<file path="src/rtl/hd_pkg.sv">
// Shared definitions for the Hamming-coded packet interface: widths, the
// transmitter FSM state type and the SEC-DED encode / control-pack helpers.
package hd_pkg;

    localparam int DATA_WIDTH   = 16;
    localparam int PRIORITY_BIT = 3;
    localparam int PORT_BIT     = 4;
    localparam int RAW_BIT      = 11;
    localparam int MAX_WORDS    = 63;
    localparam int LEN_BIT      = 6;

    typedef enum logic [2:0] {
        ST_IDLE,
        ST_CTRL,
        ST_DATA,
        ST_EOP,
        ST_GAP
    } hd_state_t;

    // Extended Hamming (16,11): data at non-power-of-two positions, check
    // bits at 1/2/4/8, overall parity in bit 0 for double-error detection.
    function automatic logic [DATA_WIDTH-1:0] hd_encode(input logic [RAW_BIT-1:0] d);
        logic [DATA_WIDTH-1:0] c;
        c        = '0;
        c[3]     = d[0];
        c[5]     = d[1];
        c[6]     = d[2];
        c[7]     = d[3];
        c[15:9]  = d[10:4];
        c[1]     = c[3] ^ c[5] ^ c[7] ^ c[9] ^ c[11] ^ c[13] ^ c[15];
        c[2]     = c[3] ^ c[6] ^ c[7] ^ c[10] ^ c[11] ^ c[14] ^ c[15];
        c[4]     = c[5] ^ c[6] ^ c[7] ^ c[12] ^ c[13] ^ c[14] ^ c[15];
        c[8]     = ^c[15:9];
        c[0]     = ^c[15:1];
        return c;
    endfunction

    // Control word payload: upper bits reserved as zero, then priority, port.
    function automatic logic [RAW_BIT-1:0] hd_ctrl_pack(
        input logic [PRIORITY_BIT-1:0] prior,
        input logic [PORT_BIT-1:0]     port
    );
        return {{(RAW_BIT-PRIORITY_BIT-PORT_BIT){1'b0}}, prior, port};
    endfunction

endpackage

</file>
<file path="src/rtl/hd_enc16.sv">
// Combinational 11-to-16 bit extended Hamming encoder.
module hd_enc16
    import hd_pkg::*;
(
    input  logic [RAW_BIT-1:0]    i_raw,
    output logic [DATA_WIDTH-1:0] o_code
);

    // Pure encode, no state.
    always_comb begin
        o_code = hd_encode(i_raw);
    end

endmodule

</file>
<file path="src/rtl/hd_tx.sv">
// Packet transmitter: frames a header-described packet as sop / control word /
// encoded payload / eop, followed by a fixed two-cycle idle gap.
module hd_tx
    import hd_pkg::*;
(
    input  logic                    clk,
    input  logic                    rst_n,
    input  logic                    pkt_start,
    output logic                    start_rdy,
    input  logic [PRIORITY_BIT-1:0] pkt_prior,
    input  logic [PORT_BIT-1:0]     pkt_port,
    input  logic [LEN_BIT-1:0]      pkt_len,
    input  logic                    s_vld,
    output logic                    s_rdy,
    input  logic [RAW_BIT-1:0]      s_data,
    input  logic [DATA_WIDTH-1:0]   inj_mask,
    output logic                    wr_sop,
    output logic                    wr_eop,
    output logic                    wr_vld,
    output logic [DATA_WIDTH-1:0]   wr_data
);

    hd_state_t               r_state;
    logic [PRIORITY_BIT-1:0] r_prior;
    logic [PORT_BIT-1:0]     r_port;
    logic [LEN_BIT-1:0]      r_cnt;
    logic                    r_gap;
    logic                    r_sop;
    logic                    r_eop;
    logic                    r_vld;
    logic [DATA_WIDTH-1:0]   r_data;

    logic [RAW_BIT-1:0]      w_enc_in;
    logic [DATA_WIDTH-1:0]   w_enc_out;
    logic                    w_hs;

    // Handshake flags are decodes of the state register, so they drop the
    // moment the FSM leaves IDLE/DATA and never accept an extra word.
    assign start_rdy = (r_state == ST_IDLE);
    assign s_rdy     = (r_state == ST_DATA);
    assign w_hs      = s_vld && (r_state == ST_DATA);

    // One shared encoder: control word while in CTRL, payload otherwise.
    assign w_enc_in = (r_state == ST_CTRL) ? hd_ctrl_pack(r_prior, r_port) : s_data;

    hd_enc16 u_enc (
        .i_raw  (w_enc_in),
        .o_code (w_enc_out)
    );

    assign wr_sop  = r_sop;
    assign wr_eop  = r_eop;
    assign wr_vld  = r_vld;
    assign wr_data = r_data;

    // Packet FSM with registered framing outputs; wr_data holds across bubbles.
    always_ff @(posedge clk or negedge rst_n) begin
        if (!rst_n) begin
            r_state <= ST_IDLE;
            r_prior <= '0;
            r_port  <= '0;
            r_cnt   <= '0;
            r_gap   <= 1'b0;
            r_sop   <= 1'b0;
            r_eop   <= 1'b0;
            r_vld   <= 1'b0;
            r_data  <= '0;
        end else begin
            r_sop <= 1'b0;
            r_eop <= 1'b0;
            r_vld <= 1'b0;
            case (r_state)
                ST_IDLE: begin
                    r_data <= '0;
                    if (pkt_start) begin
                        r_prior <= pkt_prior;
                        r_port  <= pkt_port;
                        r_cnt   <= pkt_len;
                        r_sop   <= 1'b1;
                        r_vld   <= 1'b1;
                        r_state <= ST_CTRL;
                    end
                end
                ST_CTRL: begin
                    // Injection mask deliberately not applied to the control word.
                    r_vld   <= 1'b1;
                    r_data  <= w_enc_out;
                    r_state <= (r_cnt == '0) ? ST_EOP : ST_DATA;
                end
                ST_DATA: begin
                    if (w_hs) begin
                        r_vld <= 1'b1;
                        r_data <= w_enc_out ^ inj_mask;
                        r_cnt <= r_cnt - 1'b1;
                        if (r_cnt == LEN_BIT'(1)) begin
                            r_state <= ST_EOP;
                        end
                    end
                end
                ST_EOP: begin
                    r_eop   <= 1'b1;
                    r_data  <= '0;
                    r_gap   <= 1'b0;
                    r_state <= ST_GAP;
                end
                ST_GAP: begin
                    r_data <= '0;
                    if (r_gap) begin
                        r_state <= ST_IDLE;
                    end else begin
                        r_gap <= 1'b1;
                    end
                end
                default: begin
                    r_data  <= '0;
                    r_state <= ST_IDLE;
                end
            endcase
        end
    end

endmodule
</file>
<file path="config.mk">
export PLATFORM = sky130hd
export DESIGN_NAME = hd_tx
export DESIGN_NICKNAME = d
export VERILOG_FILES = /design/src/rtl/hd_pkg.sv /design/src/rtl/hd_enc16.sv /design/src/rtl/hd_tx.sv
export SDC_FILE = /design/constraint.sdc
export NUM_CORES = 1
export LEC_CHECK = 0
export ABC_AREA = 1
export BUFFER_PORTS_ARGS = -buffer_cell sky130_fd_sc_hd__buf_4
export CORE_MARGIN = 1
export CORE_UTILIZATION = 57
export CTS_CLUSTER_SIZE = 8
export DETAILED_ROUTE_END_ITERATION = 8
export PLACE_DENSITY = 0.92
export SYNTH_ARGS = -nofsm -noshare
export SYNTH_HDL_FRONTEND = slang
export SYNTH_SLANG_ARGS = --single-unit
</file>
<file path="constraint.sdc">
create_clock -name clk -period 5.4 [get_ports clk]
set_input_delay 1.62 -clock clk [delete_from_list [all_inputs] [get_ports clk]]
set_output_delay 1.62 -clock clk [all_outputs]
set_load 0.005 [all_outputs]
</file>
==> metrics.txt <==
Post-Route WL=5750 µm; Power Dens Cells=around 570 nW/µm²; worst reg2reg endpoint=r_cnt[1]$_DFFE_PN0P_; mean routed wirelength per cell=12.6 µm; largest net degree at the start of global routing=37; clock sinks=36; worst ir drop on vdd=319 µV; CTS buffer count=5; Hold Startpoint=r_port[0]$_DFFE_PN0P_; Synth cell types=32; crit path launch type=flop; share of cells above drive strength 1=25.4%; Die Ht=a little under 70 µm; hold crit path type=reg2reg; M2 GR Usage=around 49%; post-CTS setup buffers=0; Final GP Congestion=0.918; Reg clk slew, reported paths=70 ps; CTS Hold Bufs=0; met1 Resource Use GR=about a third; post-route ant nets=0; required time worst endpoint=approximately 3800 ps; vias in the first global route=2,231; Min Hold Slack=roughly 490 ps; unrepaired setup endpoints after global routing=false; critical path capture point type=output pin; GR Util met3=5.41%; synthesis-to-finish area growth=23.5%; Syn Nets=390; total power=1720 µW; r2r worst-path depth=7; total gr overflow=0; DP HPWL=4420 µm; Initial Util=59.9%; final setup violation count=0; Worst Max-Slew Pin Slew=~650 ps; worst skew pair latency=290 ps; Buffers on Ports=64; # fillers=about 320; setup tns final=0 ps; # H-tree levels=2; CTS-repair resized insts=0; die area=around 4500 µm²; Vias=2,460; GRT Max-Usage Layer=met2; crit path DAT=2400 ps; initial antenna violation count=0; DRT Pass-1 Iters=4; Yosys Warn Count=0; clock buffer depth=2; Total GRT Usage=28.1%; Mapped Cells=344; DRC=0; Yosys reg bits=36; synthesized area per cell=7.07 µm²; final worst setup slack=1380 ps; outcome=finished, final reports clean; Slew Viols, Final=0; Placeable Area=4060 µm²; Vias/cell=5.41; first-pass GRT wire length=around 9500 µm; IO Pins=65; leakage=0.00163 µW; Hold Path Cell Cnt=2; Final Net Count=about 450; Root Driver=clkbuf_8; sequential fraction of the synthesis area=37.0%; Hold EP=r_port[0]$_DFFE_PN0P_; RR Startpoint=r_state[0]$_DFFE_PN0P_; CP Class=reg2out; drt initial violations=165; Cell Rows=23; Worst Skew=8.91 ps; ant diodes=0; TritonCTS clock tree=built; Setup WS pre-CTS=1710 ps; Period minus WS final=4020 ps; Peak Freq=roughly 0.25 GHz; Final period util=about three quarters; synthesized cell area=approximately 2400 µm²; final hold vios=0; Die W=67.3 µm; number of max-cap violations=0; CP Max Fanout=20; slew margin rel.=56.6%; R2R setup slack=2450 ps
## state kept, by name (all words and copies together), names as in the netlist
| register | flops |
|---|---|
| wr_data | 16 |
| r_state | 3 |
| wr_sop | 1 |
| r_prior | 3 |
| wr_eop | 1 |
| r_cnt | 6 |
| r_gap | 1 |
| wr_vld | 1 |
| r_port | 4 |
## cells by family (layout without fill, tap and decap cells)
logic type	count (synthesis)	after routing	synth area share [%]
AND/OR/NAND/NOR	187	187	35.0
AO/OA/AOI/OAI	56	56	13.1
buffers and inverters	50	111	9.10
flip-flops	36	36	37.0
XOR/XNOR	13	13	4.68
adder cells (fa/ha/maj)	2	2	1.03
## where the power goes
part / internal (µW) / leakage, µW / switching [µW]
clock network: 114 / 0.0000503 / 94.9
registers: 386 / 0.000457 / 77.7
logic: 398 / 0.00113 / 651
## through the flow
stage / util (%) / std cells / area (µm²)
after global placement: 71.7 / 448 / 2910
after CTS: 74.0 / 455 / 3000
after detailed placement: 71.7 / 448 / 2910
final: 74.0 / 455 / 3000
after global routing: 74.0 / 455 / 3000
after floorplan: - / 344 / 2430
## placed cells by master, fill, tap and decap left out, types with 2 or more instances in the layout
master | netlist | layout
a21oi_1 | 6 | 6
a22oi_1 | 2 | 2
a31oi_1 | 4 | 4
buf_4 | 3 | 65
clkbuf_8 | 0 | 7
clkinv_1 | 3 | 3
dfrtp_1 | 36 | 36
ha_1 | 2 | 2
inv_1 | 33 | 33
inv_2 | 3 | 3
nand2_1 | 103 | 103
nand2_2 | 22 | 22
nand2_4 | 4 | 4
nand3_1 | 34 | 34
nand3b_1 | 2 | 2
nand4_1 | 2 | 2
nor2_1 | 15 | 15
nor3_1 | 2 | 2
o211ai_1 | 3 | 3
o21a_1 | 3 | 3
o21ai_0 | 33 | 33
xnor2_1 | 4 | 4
xor2_1 | 9 | 9
## cell type report
| class | count | area (µm²) | area share, % |
|---|---|---|---|
| Multi-Input combinational cell | 258 | 1310 | 43.6 |
| Tap cell | 50 | 62.6 | 2.08 |
| Sequential cell | 36 | 901 | 30.0 |
| Timing Repair Buffer | 65 | 488 | 16.2 |
| Inverter | 39 | 146 | 4.87 |
| Clock buffer | 7 | 96.3 | 3.21 |
## synth_stat cells (all sizes together)
cell type  number  area share, %
a2111oi         1           0.36
a21oi           6            1.2
a22oi           2           0.62
a31oi           4            1.0
and2            1           0.26
buf             6            2.3
clkbuf          5           0.77
clkinv          3           0.46
dfrtp          36             37
ha              2            1.0
inv            36            5.6
nand2         129             23
nand3          34            7.0
nand3b          2           0.62
nand4           2           0.51
nor2           16            2.6
nor3            2           0.41
o211ai          3           0.93
o21a            3           0.93
o21ai          34            7.0
o221ai          1           0.36
o22a            1           0.36
o31ai           1           0.31
or2             1           0.26
xnor2           4            1.4
xor2            9            3.2
## critical path, stage by stage (launching register included)
cell and delay (ps):
dfrtp_1 550, nor2_1 120, nand2_1 490, clkinv_1 630
buf_4 320
## worst max path at each step
stage	start	cells after the start	to	slack, ps
2_1_floorplan	r_state[0]$_DFFE_PN0P_	5	s_rdy	2640
3_3_place_gp	r_state[0]$_DFFE_PN0P_	4	s_rdy	1830
3_5_place_dp	r_state[0]$_DFFE_PN0P_	4	s_rdy	1710
4_1_cts	r_state[0]$_DFFE_PN0P_	4	s_rdy	1430
5_1_grt	r_state[0]$_DFFE_PN0P_	4	s_rdy	1150
6_report	r_state[0]$_DFFE_PN0P_	4	s_rdy	1380
## routing by layer
layer	up-vias	share of wire [%]
li1	1230	-
met1	1134	43
met2	82	50
met3	14	4.8
met4	0	2.3
met5	-	0
Power figures use the tool's default switching activity.
